`src/rtl/channel_demux_pkg.sv`:
```
// Shared definitions for the channel demux: selector extract, drop counter width,
// and the queue occupancy type.
package ChannelPkg;

  localparam int DropCountW = 16;
  localparam int MaxW       = 256;
  localparam int QueueDepth = 2;

  typedef logic [$clog2(QueueDepth+1)-1:0] queue_count_t;

  // Pull a w-bit field starting at lsb out of a word zero-extended to MaxW bits.
  function automatic logic [31:0] sel_field(input logic [MaxW-1:0] d, input int lsb, input int w);
    logic [31:0] r;
    r = 32'd0;
    for (int i = 0; i < 32; i++) begin
      r[i] = (i < w) ? d[lsb + i] : 1'b0;
    end
    return r;
  endfunction

endpackage

```
`src/rtl/channel_demux_queue.sv`:
```
// One push/pop queue of D entries with registered storage; all D entries usable.
module channel_demux_queue
  import ChannelPkg::*;
#(
  parameter int N = 32,
  parameter int D = 2
) (
  input  logic         clk,
  input  logic         reset,
  input  logic         push,
  input  logic [N-1:0] wdata,
  input  logic         pop,
  output logic [N-1:0] rdata,
  output logic         full,
  output logic         empty
);

  localparam int LogD = $clog2(D);
  localparam int CntW = $clog2(D + 1);

  logic [N-1:0]    mem_r [D];
  logic [LogD-1:0] head_r;
  logic [LogD-1:0] tail_r;
  logic [CntW-1:0] count_r;
  logic            push_ok_s;
  logic            pop_ok_s;

  always_comb begin
    full      = (count_r == CntW'(D));
    empty     = (count_r == {CntW{1'b0}});
    push_ok_s = push & ~full;
    pop_ok_s  = pop & ~empty;
    rdata     = mem_r[head_r];
  end

  // Storage carries no reset; validity comes from count_r alone.
  always_ff @(posedge clk) begin
    if (push_ok_s) begin
      mem_r[tail_r] <= wdata;
    end
  end

  // Pointers wrap naturally since D is a power of 2.
  always_ff @(posedge clk) begin
    if (reset) begin
      head_r  <= {LogD{1'b0}};
      tail_r  <= {LogD{1'b0}};
      count_r <= {CntW{1'b0}};
    end else begin
      if (push_ok_s) begin
        tail_r <= tail_r + LogD'(1);
      end
      if (pop_ok_s) begin
        head_r <= head_r + LogD'(1);
      end
      case ({push_ok_s, pop_ok_s})
        2'b10:   count_r <= count_r + CntW'(1);
        2'b01:   count_r <= count_r - CntW'(1);
        default: count_r <= count_r;
      endcase
    end
  end

endmodule

```
`src/rtl/channel_demux.sv`:
```
// Registered 1:M channel router with per-output queues and a saturating drop counter.
// Optional build macro CHANNEL_DEMUX_STRIP_EN zeroes the selector field in stored words.
module channel_demux
  import ChannelPkg::*;
#(
  parameter int N      = 32,
  parameter int M      = 4,
  parameter int SelLSB = N - $clog2(M),
  parameter int D      = 2
) (
  input  logic                    clk,
  input  logic                    reset,
  input  logic [N-1:0]            in_d,
  input  logic                    in_v,
  output logic                    in_a,
  output logic [M-1:0][N-1:0]     out_d,
  output logic [M-1:0]            out_v,
  input  logic [M-1:0]            out_a,
  output logic [DropCountW-1:0]   drop_count
);

  localparam int LogM = (M < 2) ? 1 : $clog2(M);

  if (M < 2) begin : g_bad_m
    $error("channel_demux: M must be at least 2");
  end
  if ((D < 2) || ((D & (D - 1)) != 0)) begin : g_bad_d
    $error("channel_demux: D must be a power of 2 and at least 2");
  end

  logic [LogM-1:0]       sel_s;
  logic                  in_range_s;
  logic                  sel_full_s;
  logic [M-1:0]          full_s;
  logic [M-1:0]          empty_s;
  logic [M-1:0]          push_s;
  logic [N-1:0]          wdata_s;
  logic [DropCountW-1:0] drop_cnt_r;

  // Ack never looks at out_a: a full queue refuses even when it pops this cycle.
  always_comb begin
    sel_s      = LogM'(sel_field(MaxW'(in_d), SelLSB, LogM));
    in_range_s = ({1'b0, sel_s} < (LogM + 1)'(M));
    sel_full_s = 1'b0;
    for (int k = 0; k < M; k++) begin
      sel_full_s = sel_full_s | ((sel_s == LogM'(k)) & full_s[k]);
    end
    if (reset) begin
      in_a = 1'b0;
    end else if (!in_v) begin
      in_a = 1'b0;
    end else if (in_range_s) begin
      in_a = ~sel_full_s;
    end else begin
      in_a = 1'b1;
    end
    for (int k = 0; k < M; k++) begin
      push_s[k] = in_a & in_range_s & (sel_s == LogM'(k));
    end
  end

  always_comb begin
    wdata_s = in_d;
`ifdef CHANNEL_DEMUX_STRIP_EN
    wdata_s[SelLSB +: LogM] = {LogM{1'b0}};
`else
    wdata_s[SelLSB +: LogM] = in_d[SelLSB +: LogM];
`endif
  end

  // Out-of-range words are acked and counted, saturating at all-ones.
  always_ff @(posedge clk) begin
    if (reset) begin
      drop_cnt_r <= {DropCountW{1'b0}};
    end else if (in_a && !in_range_s && !(&drop_cnt_r)) begin
      drop_cnt_r <= drop_cnt_r + DropCountW'(1);
    end else begin
      drop_cnt_r <= drop_cnt_r;
    end
  end

  assign drop_count = drop_cnt_r;

  for (genvar k = 0; k < M; k++) begin : g_queue
    channel_demux_queue #(.N(N), .D(D)) u_queue (
      .clk   (clk),
      .reset (reset),
      .push  (push_s[k]),
      .wdata (wdata_s),
      .pop   (out_a[k]),
      .rdata (out_d[k]),
      .full  (full_s[k]),
      .empty (empty_s[k])
    );
    assign out_v[k] = ~empty_s[k];
  end

endmodule

```
`config.mk`:
```
export PLATFORM = sky130hd
export DESIGN_NAME = channel_demux
export DESIGN_NICKNAME = d
export VERILOG_FILES = /design/src/rtl/channel_demux_pkg.sv /design/src/rtl/channel_demux_queue.sv /design/src/rtl/channel_demux.sv
export SDC_FILE = /design/constraint.sdc
export NUM_CORES = 1
export LEC_CHECK = 0
export ABC_CLOCK_PERIOD_IN_PS = 3500
export CAP_MARGIN = 20
export CORE_MARGIN = 5
export CORE_UTILIZATION = 30
export DETAILED_ROUTE_END_ITERATION = 16
export GPL_ROUTABILITY_DRIVEN = 0
export GPL_TIMING_DRIVEN = 0
export PLACE_DENSITY = 0.53
export SLEW_MARGIN = 10
export SYNTH_ARGS = -nofsm -noshare
export SYNTH_HDL_FRONTEND = slang
export SYNTH_SLANG_ARGS = --single-unit
```
`constraint.sdc`:
```
create_clock -name clk -period 3.5 [get_ports clk]
set_input_delay 0.7 -clock clk [delete_from_list [all_inputs] [get_ports clk]]
set_output_delay 0.7 -clock clk [all_outputs]
set_load 0.03 [all_outputs]
```
==> results of run 1 <==
[cell usage after synthesis, types with 2 or more instances]
library cell	count	area (um2)
nand2_1	4	15.0
nor2_1	21	78.8
clkbuf_1	4	15.0
inv_1	5	18.8
a21oi_1	5	25.0
dfxtp_1	20	400
xnor2_1	8	70.1
o21ai_0	4	20.0
nand2b_1	4	25.0
xor2_1	4	35.0
buf_4	16	120
nand4b_1	2	17.5
or2_2	4	25.0
ha_1	4	50.1
mux2_2	119	1340
or3_1	4	25.0
mux2i_1	5	50.1
o21a_1	4	30.0
mux2_1	9	101
buf_2	13	65.1
edfxtp_1	256	7690
[kinds of logic after synthesis]
logic type,count (synthesis)
muxes,133
adders and majority gates,4
and+or+nand+nor,43
other,1
AOI/OAI and AO/OA,14
xor gates and xnor gates,12
DFF,276
buffers and inverters,39
[sequential cells by signal, indices dropped and copies added (netlist names), named ones only]
signal                   cells
g_queue.u_queue.mem_r      256
g_queue.u_queue.count_r      8
g_queue.u_queue.head_r       4
g_queue.u_queue.tail_r       4
[layer usage]
| metal | vias up | track usage | part of all wire |
|---|---|---|---|
| met1 | 2650 | 0.160 | 0.43 |
| li1 | 2425 | - | - |
| met3 | 34 | 0.0281 | 0.053 |
| met4 | 0 | 0.0269 | 0.022 |
| met2 | 146 | 0.215 | 0.49 |
| met5 | - | 0 | 0 |
[area by class of cell]
| class | count | area share |
|---|---|---|
| clock inverters | 11 | 0.00922 |
| flip-flops and latches | 276 | 0.584 |
| multi-input cells | 222 | 0.150 |
| clock buffers | 43 | 0.0615 |
| well taps | 448 | 0.0405 |
| plain buffers | 34 | 0.0147 |
| repair buffers | 179 | 0.139 |
| inverters | 5 | 0.00136 |
[critical path, delay by kind of cell, from the launching register on]
family	cells	cell delay, ps
flip-flops	1	300
buffers and inverters	3	1420
multiplexers	1	390
[how the worst min path moves through the flow]
stage / endpoint / cells after the start / slack (ps) / from
2_1_floorplan: g_queue[0].u_queue.tail_r / 1 / 450 / g_queue[0].u_queue.tail_r
3_3_place_gp: g_queue[3].u_queue.tail_r / 1 / 460 / g_queue[3].u_queue.tail_r
3_5_place_dp: flop / 2 / 500 / g_queue[0].u_queue.head_r
4_1_cts: g_queue[0].u_queue.head_r / 2 / 480 / reset
5_1_grt: g_queue[0].u_queue.head_r / 2 / 500 / reset
6_report: g_queue[0].u_queue.head_r / 2 / 500 / reset
[report_power, final]
group	leakage (uW)	internal, uW	switching (uW)
combinational	0.00164	366	498
clock	0.000483	1890	1210
sequential	0.00248	3660	24.0
total	0.00460	5920	1740
[per-stage QoR]
step	hold slack (ps)	total power (uW)
after CTS	478	7770
after global routing	497	7950
after floorplan	450	4250
after detailed placement	500	4640
after global placement	458	4620
final	502	7660
[what timing repair did]
action,in CTS,in global routing
setup buffers,0,0
resized for setup,1,0
setup endpoints to repair,1,0
==> metrics, run 1 <==
status complete, no violations; Finished Layout Cells between 1000 and 1500; Synth Area in Compound Gates 0.00816; simple-gate share of the synthesized area 0.0217; synthesized area per cell 19.7 um2; Max stage delay on crit path about 640 ps; Worst R2R Path Depth 4; IO Port Bufs 170; Worst R2R Setup Slack ~1400 ps; fraction of layout cells with a size suffix above 1 0.277; core area roughly 34000 um2; later-pin clock latency in the skew report 540 ps; Synth Cell Area 10300 um2; Reg area 8090 um2; DP Worst Slack -9.83 ps; area of the multi-input gates about 2100 um2; worst reg2reg endpoint g_queue[1].u_queue.mem_r[0][13]; cts bufs inserted 30; site row count between 60 and 70; vias in the first global route 5545; multiplexer share of the synthesized area 0.145; WP data required approximately 2800 ps; H-Tree Depth 1; TritonCTS clock tree yes; RSZ-0062 raised after global routing false; DIE WIDTH ~200 um; Slew HR 0.521; die area 38000 um2; initial antenna violation count 0; HP Class in2reg; XOR/XNOR Fraction of Synth Area 0.0102; vias per cell around 4.3; Clock Pin Slew Worst Setup and Hold Paths approximately 60 ps; final slew viol count 0; CTS sink cnt around 280; register area share after synthesis 0.788; fin util 0.411; Max Cap Viol 0; global route total overflow 0; Yosys warning count 0; most frequent cells in the layout edfxtp_1, clkdlybuf4s50_1, mux2_2; final instance area roughly 14000 um2; CTS Root Cell clkbuf_16; Post-Route WL ~24000 um; dpl cells ~1200; Post-synth EDFFs between 200 and 300; worst setup path end out_d[111]; Async S/R FF share, synth 0; worst-path maximum fanout 10; cts hold-fix bufs 0; IO Count 188; post-route ant nets 0; Avg WL per Cell 20.0 um; largest family of logic cells by synthesized area multiplexers; gr usage total 0.124; Layout area overhead 34.8%; post-route worst setup slack 153 ps; P_leak between 0.004 and 0.005 uW; Remaining DRCs 0; number of synthesized register bits 276; placed inst area ~13000 um2; detailed placer's ending HPWL ~16000 um; cell count after synthesis approximately 520; commonest non-fill, non-tap cell in the layout edfxtp_1; critical-path cell list clkbuf_1 -> buf_2 -> mux2_2 -> clkdlybuf4s50_1; clk buf depth 3; fraction of the cycle the final worst path needs 0.956; Chip Height just under 200 um; pwr dens approximately 550 nW/um2; Final Hold Vio Count 0; endpoints failing setup 0; r2r startpoint g_queue[1].u_queue.count_r[0]; Post-Synth Adder-Cell Area 0.00487; first-pass GRT wire length between 30000 and 40000 um; Slew @ Worst Pin roughly 720 ps; CP max stage cell clkdlybuf4s50_1; DR iter-0 viols between 200 and 250; drt first pass iters 4; Max rail drop VDD between 300 and 400 uV; Layout Nets a little under 800; diode count 0; CP Class reg2out; Via Count around 5300; Layout fillers just over 3000; fin crit period between 3000 and 4000 ps; largest net degree at the start of global routing 18; ys flop type edfxtp_1; Starting Density 0.305; Crit path arrival time 2650 ps; Max Clk Rate about 300 MHz; setup tns final 0 ps; crit end category output port; post-synthesis cell type count 28; CP Launch Type flop; Max Clock Skew just under 9 ps
No activity file was read; power rests on OpenSTA's default activity.
==> inputs of run 2 (changes only) <==
--- a/config.mk
+++ b/config.mk
@@ -8,11 +8,11 @@
 export ABC_CLOCK_PERIOD_IN_PS = 3500
 export CAP_MARGIN = 20
 export CORE_MARGIN = 5
-export CORE_UTILIZATION = 30
+export CORE_UTILIZATION = 40
 export DETAILED_ROUTE_END_ITERATION = 16
 export GPL_ROUTABILITY_DRIVEN = 0
 export GPL_TIMING_DRIVEN = 0
-export PLACE_DENSITY = 0.53
+export PLACE_DENSITY = 0.66
 export SLEW_MARGIN = 10
 export SYNTH_ARGS = -nofsm -noshare
 export SYNTH_HDL_FRONTEND = slang
==> metrics, run 2 (same netlist as run 1, synthesis figures left out) <==
worst-path maximum fanout 15; biggest registers after layout g_queue.u_queue.mem_r x256, g_queue.u_queue.count_r x8; WP data required between 2000 and 3000 ps; CTS Root Cell clkbuf_16; DIE WIDTH approximately 170 um; endpoints failing setup 0; H-Tree Depth 1; commonest non-fill, non-tap cell in the layout edfxtp_1; cts bufs inserted 29; pwr dens around 560 nW/um2; Max Cap Viol 0; global route total overflow 0; Via Count around 5300; Remaining DRCs 0; Max rail drop VDD between 300 and 400 uV; CP Class in2out; RSZ-0062 raised after global routing false; Max Clk Rate 300 MHz; Chip Height 170 um; gr usage total 0.162; largest net degree at the start of global routing 21; Crit path arrival time roughly 2600 ps; Max Clock Skew ~10 ps; Layout Nets roughly 800; Starting Density 0.407; later-pin clock latency in the skew report 520 ps; CTS sink cnt 276; final hold slack roughly 500 ps; diode count 0; initial antenna violation count 0; fin util 0.541; first-pass GRT wire length between 30000 and 40000 um; post-CTS setup buffer count 0; CP Launch Type input pin; clk buf depth 3; P_leak between 0.004 and 0.005 uW; Avg WL per Cell between 20 and 25 um; DR iter-0 viols 409; fraction of layout cells with a size suffix above 1 0.271; Slew @ Worst Pin 909 ps; Clock Pin Slew Worst Setup and Hold Paths approximately 60 ps; most frequent cells in the layout edfxtp_1, clkdlybuf4s50_1, mux2_2; Finished Layout Cells 1098; core area around 25000 um2; vias in the first global route between 5000 and 6000; cts hold-fix bufs 0; die area about 29000 um2; crit end category output port; drt first pass iters 4; IO Port Bufs 170; Final Hold Vio Count 0; Post-Route WL around 24000 um; site row count 58; fin crit period roughly 3300 ps; status complete, no violations; post-route ant nets 0; TritonCTS clock tree yes; vias per cell 4.83; HP Class in2reg; dpl cells 1045; Layout area overhead 33.1%; detailed placer's ending HPWL ~16000 um; IO Count around 190; final slew viol count 0; Slew HR 0.392; Largest register FFs 256; fraction of the cycle the final worst path needs 0.954; Largest Register g_queue.u_queue.mem_r
run 2: changes by cell type in the layout (fill, tap and decap cells not counted):
cell            delta
clkbuf_8           -3
clkinv_1           +3
clkinv_2           -3
buf_12             -2
bufinv_16          +2
clkbuf_16          -2
buf_16             +1
clkinvlp_4         +1
dlygate4sd2_1      -1
dlymetal6s2s_1     +1
inv_8              +1
run 2: layer usage:
metal | vias to the layer above | wire [um] | GRT usage
li1 | 2427 | - | -
met1 | 2693 | 10300 | 0.219
met2 | 154 | 12000 | 0.276
met3 | 30 | 1250 | 0.0300
met4 | 0 | 335 | 0.0313
met5 | - | 0 | 0
run 2: what timing repair did:
item                                    in CTS  in global routing
gates resized for setup                      0                  1
hold endpoints to repair                     0                  0
endpoints found under the setup margin       0                  1
run 2: worst paths after layout:
kind                                                    start                              end  slack [ps]  cells past startpoint
worst max-delay path                                 in_d[30]                             in_a         160                      5
worst min-delay path                                    reset    g_queue[2].u_queue.count_r[1]         500                      2
worst max register to register  g_queue[1].u_queue.count_r[0]  g_queue[1].u_queue.mem_r[1][17]        1260                      4
worst min register to register      g_queue[0].u_queue.tail_r        g_queue[0].u_queue.tail_r         510                      1
run 2: report_power, final:
group | internal, uW | switching, uW | leakage, uW
clock network | 1890 | 1180 | 0.000464
logic | 367 | 499 | 0.00164
registers | 3660 | 25.5 | 0.00248
total | 5920 | 1700 | 0.00458
run 2: critical path, cell delays in order:
cell             delay [ps]
clkdlybuf4s50_1         690
nand4bb_1               230
o311ai_0                160
a21oi_1                 170
clkdlybuf4s50_1         690
run 2: area by class of cell:
type,count,area (um2)
buffer,34,204
clock buffer,38,759
clock inverter,15,203
fill,1990,11600
inverter,5,18.8
multi-input combinational,222,2070
sequential,276,8090
tap,330,413
timing repair buffer,178,1910
run 2: metrics by stage:
stage | cell area (um2) | TNS, ps | setup WS (ps) | total power, uW
6_report | 13700 | 0 | 162 | 7620
5_1_grt | 13700 | 0 | 44.3 | 7900
4_1_cts | 13700 | 0 | 61.5 | 7720
3_5_place_dp | 12700 | 0 | 80.1 | 4630
3_3_place_gp | 12400 | -387420 | -1680 | 4600
2_1_floorplan | 10300 | 0 | 492 | 4250
==> variant 1: new RTL, config.mk and constraints of run 1 <==
The package constant `DropCountW` goes from 16 to 32.
--- a/src/rtl/channel_demux_pkg.sv
+++ b/src/rtl/channel_demux_pkg.sv
@@ -4,3 +4,3 @@
 
-  localparam int DropCountW = 16;
+  localparam int DropCountW = 32;
   localparam int MaxW       = 256;
Ports: changed (resized drop_count); port bits go from 188 to 204. No check against the original RTL was run, so the function may have changed too.
==> variant 1 against run 1 <==
- power down 1.3%
- worst setup slack better by 17 ps
- wire length up 0.89%
- core utilization down 0.40 points
- design area up 1.0%
- hold slack worse by 22 ps
- non-clock buffer count up 15
- synthesized area up 1.2%
- sequential cell count unchanged
- sequential power about the same
- clock power down 5%
- maximum frequency up 0.51%
- critical path type unchanged
- highest routed layer unchanged
==> variant 1: results (changes against run 1) <==
* Grt met3 use at 2.63% (was 2.81%)
* Slew Limit Headroom at 45.5% (was 52.1%)
* Synth Area in Compound Gates at 0.807% (was 0.816%)
* Dpl cell area at 13,000 µm² (was 12,900 µm²)
* Layout cells sized above 1 at 27.9% (was 27.7%)
* Fillers at 3,163 (was 3,078)
* Hold slack at 480 ps (was 502 ps)
* DR WL met2 at 12,300 µm (was 12,000 µm)
* Leak at 4.71 nW (was 4.60 nW)
* Worst flop-to-flop path endpoint: g_queue[3].u_queue.mem_r[1][3]$_DFFE_PP_ (was g_queue[1].u_queue.mem_r[0][13]$_DFFE_PP_)
* Routing usage on met1 at 16.2% (was 16.0%)
* Largest stage delay, worst path at 610 ps (was 640 ps)
* Drt total wl at 24,600 µm (was 24,400 µm)
* Mux contribution to synthesized area at 14.4% (was 14.5%)
* Peak supply drop at 0.341 mV (was 0.395 mV)
* Setup slack at placement at 40.3 ps (was -9.83 ps)
* Top cells by area, synth: edfxtp_1, mux2_2, dfxtp_1 (unchanged)
* Length of routed met3 wiring at 1200 µm (was 1290 µm)
* Post-synth top cells: edfxtp_1, mux2_2, buf_4 (was edfxtp_1, mux2_2, nor2_1)
* Global-route wire length before repair at 35,700 µm (was 36,000 µm)
* Dpl cells at 1,202 (was 1,164)
* DR iter-0 viols at 158 (was 218)
* CP Data Arrival Time at 2630 ps (was 2650 ps)
* Fin crit period at 3330 ps (was 3350 ps)
* Number of global-route vias before repair at 5,593 (was 5,545)
* Adder-Cell Fraction of Synth Area at 0.482% (was 0.487%)
* DRT met1 WL at 10,800 µm (was 10,600 µm)
* Uppermost routed layer: met4 (unchanged)
* Largest net degree at the start of global routing at 19 (was 18)
* Comb pwr share at 11.9% (was 11.3%)
* Final nets at 822 (was 791)
* P_sw at 1.76 mW (was 1.74 mW)
* Via count at 5,345 (was 5,255)
* Post-synthesis sequential area ratio at 77.9% (was 78.8%)
* Gr usage total at 12.4% (about the same)
* Status: complete, no violations (unchanged)
* Seq pwr share at 48.7% (was 48.1%)
-- variant 1: cell types whose count changed after synthesis --
cell          run 1  this run
buf_4            16        32
-- variant 1: kinds of logic (layout without fill, tap and decap cells) --
group / Yosys count / count (layout)
flip-flops: 276 / 276
multiplexers: 133 / 133
buffers and inverters: 55 / 289
AND/OR/NAND/NOR: 43 / 43
AO/OA/AOI/OAI: 14 / 14
XOR/XNOR: 12 / 12
adder cells (fa/ha/maj): 4 / 4
other: 1 / 32
-- variant 1: what timing repair did --
action                                  CTS  global route
buffers inserted                          0             0
endpoints found under the setup margin    4             1
gates cloned                              0             0
resized for setup                         1             2
-- variant 1: area by class of cell --
class                   instances  area, µm²  area share, %
clock inverters                10       73.8          0.528
flip-flops and latches        276       8090           57.8
inverters                       5       18.8          0.134
well taps                     455        569           4.07
clock buffers                  46        862           6.17
repair buffers                178       1910           13.7
multi-input cells             238       2130           15.3
plain buffers                  50        327           2.34
==> variant 2: new RTL, settings of run 1 <==
Made on the original files. Add an input register stage for `in_d`, `in_v` and `out_a`, cleared by the reset; this delays them by one clock. Comments in the files are not updated.
--- a/src/rtl/channel_demux.sv
+++ b/src/rtl/channel_demux.sv
@@ -23,2 +23,18 @@
 
+  logic [N-1:0] in_d_q;
+  logic in_v_q;
+  logic [M-1:0] out_a_q;
+
+  always_ff @(posedge clk) begin
+    if (reset) begin
+      in_d_q  <= '0;
+      in_v_q  <= '0;
+      out_a_q <= '0;
+    end else begin
+      in_d_q  <= in_d;
+      in_v_q  <= in_v;
+      out_a_q <= out_a;
+    end
+  end
+
   if (M < 2) begin : g_bad_m
@@ -41,3 +57,3 @@
   always_comb begin
-    sel_s      = LogM'(sel_field(MaxW'(in_d), SelLSB, LogM));
+    sel_s      = LogM'(sel_field(MaxW'(in_d_q), SelLSB, LogM));
     in_range_s = ({1'b0, sel_s} < (LogM + 1)'(M));
@@ -49,3 +65,3 @@
       in_a = 1'b0;
-    end else if (!in_v) begin
+    end else if (!in_v_q) begin
       in_a = 1'b0;
@@ -62,3 +78,3 @@
   always_comb begin
-    wdata_s = in_d;
+    wdata_s = in_d_q;
 `ifdef CHANNEL_DEMUX_STRIP_EN
@@ -66,3 +82,3 @@
 `else
-    wdata_s[SelLSB +: LogM] = in_d[SelLSB +: LogM];
+    wdata_s[SelLSB +: LogM] = in_d_q[SelLSB +: LogM];
 `endif
@@ -89,3 +105,3 @@
       .wdata (wdata_s),
-      .pop   (out_a[k]),
+      .pop   (out_a_q[k]),
       .rdata (out_d[k]),
Function: changed (Yosys sat finds a counterexample within 4 cycles, from zero or initial values and one cycle with reset high).
==> variant 2 against run 1 <==
- global-route usage is 0.83 points higher
- design area is 9.5% higher
- sequential cell count is 37 higher
- wire length is 14% higher
- synthesized area is 9.8% higher
- first-iteration DRC count is 5.0% higher
- core utilization is 0.55 points lower
- maximum frequency is 1.3% higher
- worst setup slack better by 42 ps
- critical endpoint is now out_d[122]
Power is not compared: it rests on default switching activity, and its combinational part moved more than twofold at a synthesized area within 25%.
==> variant 2: results (changes against run 1) <==
* Inverter count at 7 (was 5)
* Post-synth top cells: edfxtp_1, mux2_2, dfxtp_1 (was edfxtp_1, mux2_2, nor2_1)
* Dpl cell area at 14,000 µm² (was 12,900 µm²)
* Avg WL per Cell at 20.2 µm (was 20.0 µm)
* Vias per cell at 4.25 (was 4.31)
* Post-synthesis sequential area ratio at 78.3% (was 78.8%)
* PortBufs at 171 (was 170)
* Fraction of area in registers at 58.3% (was 58.4%)
* Fillers at 3,404 (was 3,078)
* FF-to-FF path depth at 5 (was 4)
* Multi-input gate count at 262 (was 222)
* Top cells by area, synth: edfxtp_1, mux2_2, dfxtp_1 (unchanged)
* R2r setup slk at 1020 ps (was 1380 ps)
* CP Data Arrival Time at 2600 ps (was 2650 ps)
* Routing usage on met1 at 17.9% (was 16.0%)
* #FFs+latches synth at 313 (was 276)
* Hold EP: g_queue[0].u_queue.tail_r$_SDFFE_PP0N_ (was g_queue[0].u_queue.head_r$_SDFFE_PP0P_)
* Worst Hold Depth at 1 (was 2)
* DR WL met2 at 13,300 µm (was 12,000 µm)
* Final nets at 882 (was 791)
* RR Startpoint: in_d_q[30]$_SDFF_PP0_ (was g_queue[1].u_queue.count_r[0]$_SDFFE_PP0P_)
* DRT met1 WL at 12,700 µm (was 10,600 µm)
* Status: complete, no violations (unchanged)
* Total CTS buffers at 34 (was 30)
* Length of routed met3 wiring at 1450 µm (was 1290 µm)
* Synth Area in Compound Gates at 1.07% (was 0.816%)
* Post-synthesis xor/xnor area fraction at 0.932% (was 1.02%)
* Slew Limit Headroom at 47.6% (was 52.1%)
* Signal buffers at 221 (was 213)
* TritonRoute pass-1 iters at 6 (was 4)
* Multi-input gate area at 2320 µm² (was 2070 µm²)
* Post-DP HPWL at 18,400 µm (was 16,500 µm)
* Gr usage total at 13.2% (was 12.4%)
* Mux contribution to synthesized area at 13.0% (was 14.5%)
* Number of global-route vias before repair at 6,091 (was 5,545)
* Post-CTS resize count at 0 (was 1)
* Adder-Cell Fraction of Synth Area at 0.444% (was 0.487%)
* Layout cells sized above 1 at 25.8% (was 27.7%)
* Setup slack at placement at 97.7 ps (was -9.83 ps)
* H-tree depth at 2 (was 1)
* DR iter-0 viols at 229 (was 218)
* Final Skew at 15.2 ps (was 8.65 ps)
* Met2 Use GR at 21.8% (was 21.5%)
* Area Growth Syn to Fin at 34.4% (was 34.8%)
* Hold_sp: g_queue[0].u_queue.tail_r$_SDFFE_PP0N_ (was reset)
* Global-route wire length before repair at 40,200 µm (was 36,000 µm)
* Yosys cell types at 32 (was 28)
* Hold WC Path Type: reg -> reg (was in -> reg)
* Register area at 8830 µm² (was 8090 µm²)
==> variant 2: stage by stage <==
step / cells / hold WS (ps)
after CTS: 1375 / 517
final: 1375 / 515
after global placement: 1302 / 458
after detailed placement: 1314 / 503
after global routing: 1375 / 542
after floorplan: 620 / 449
==> variant 2: critical path: stages (launching register included) <==
cell             delay [ps]
dfxtp_1                 300
clkbuf_1                300
buf_2                   450
mux2_2                  380
clkdlybuf4s50_1         660
==> variant 2: how the worst max path moves through the flow <==
stage / to / startpoint / slack, ps
global route: out_d[122] / flip-flop / 40
CTS: out_d[122] / flip-flop / 110
detailed placement: g_queue[2].u_queue.mem_r[1][2]$_DFFE_PP_ / reset / 100
finish: out_d[122] / flip-flop / 200
floorplan: g_queue[0].u_queue.mem_r[0][0]$_DFFE_PP_ / reset / 350
global placement: g_queue[3].u_queue.mem_r[1][14]$_DFFE_PP_ / reset / -2050
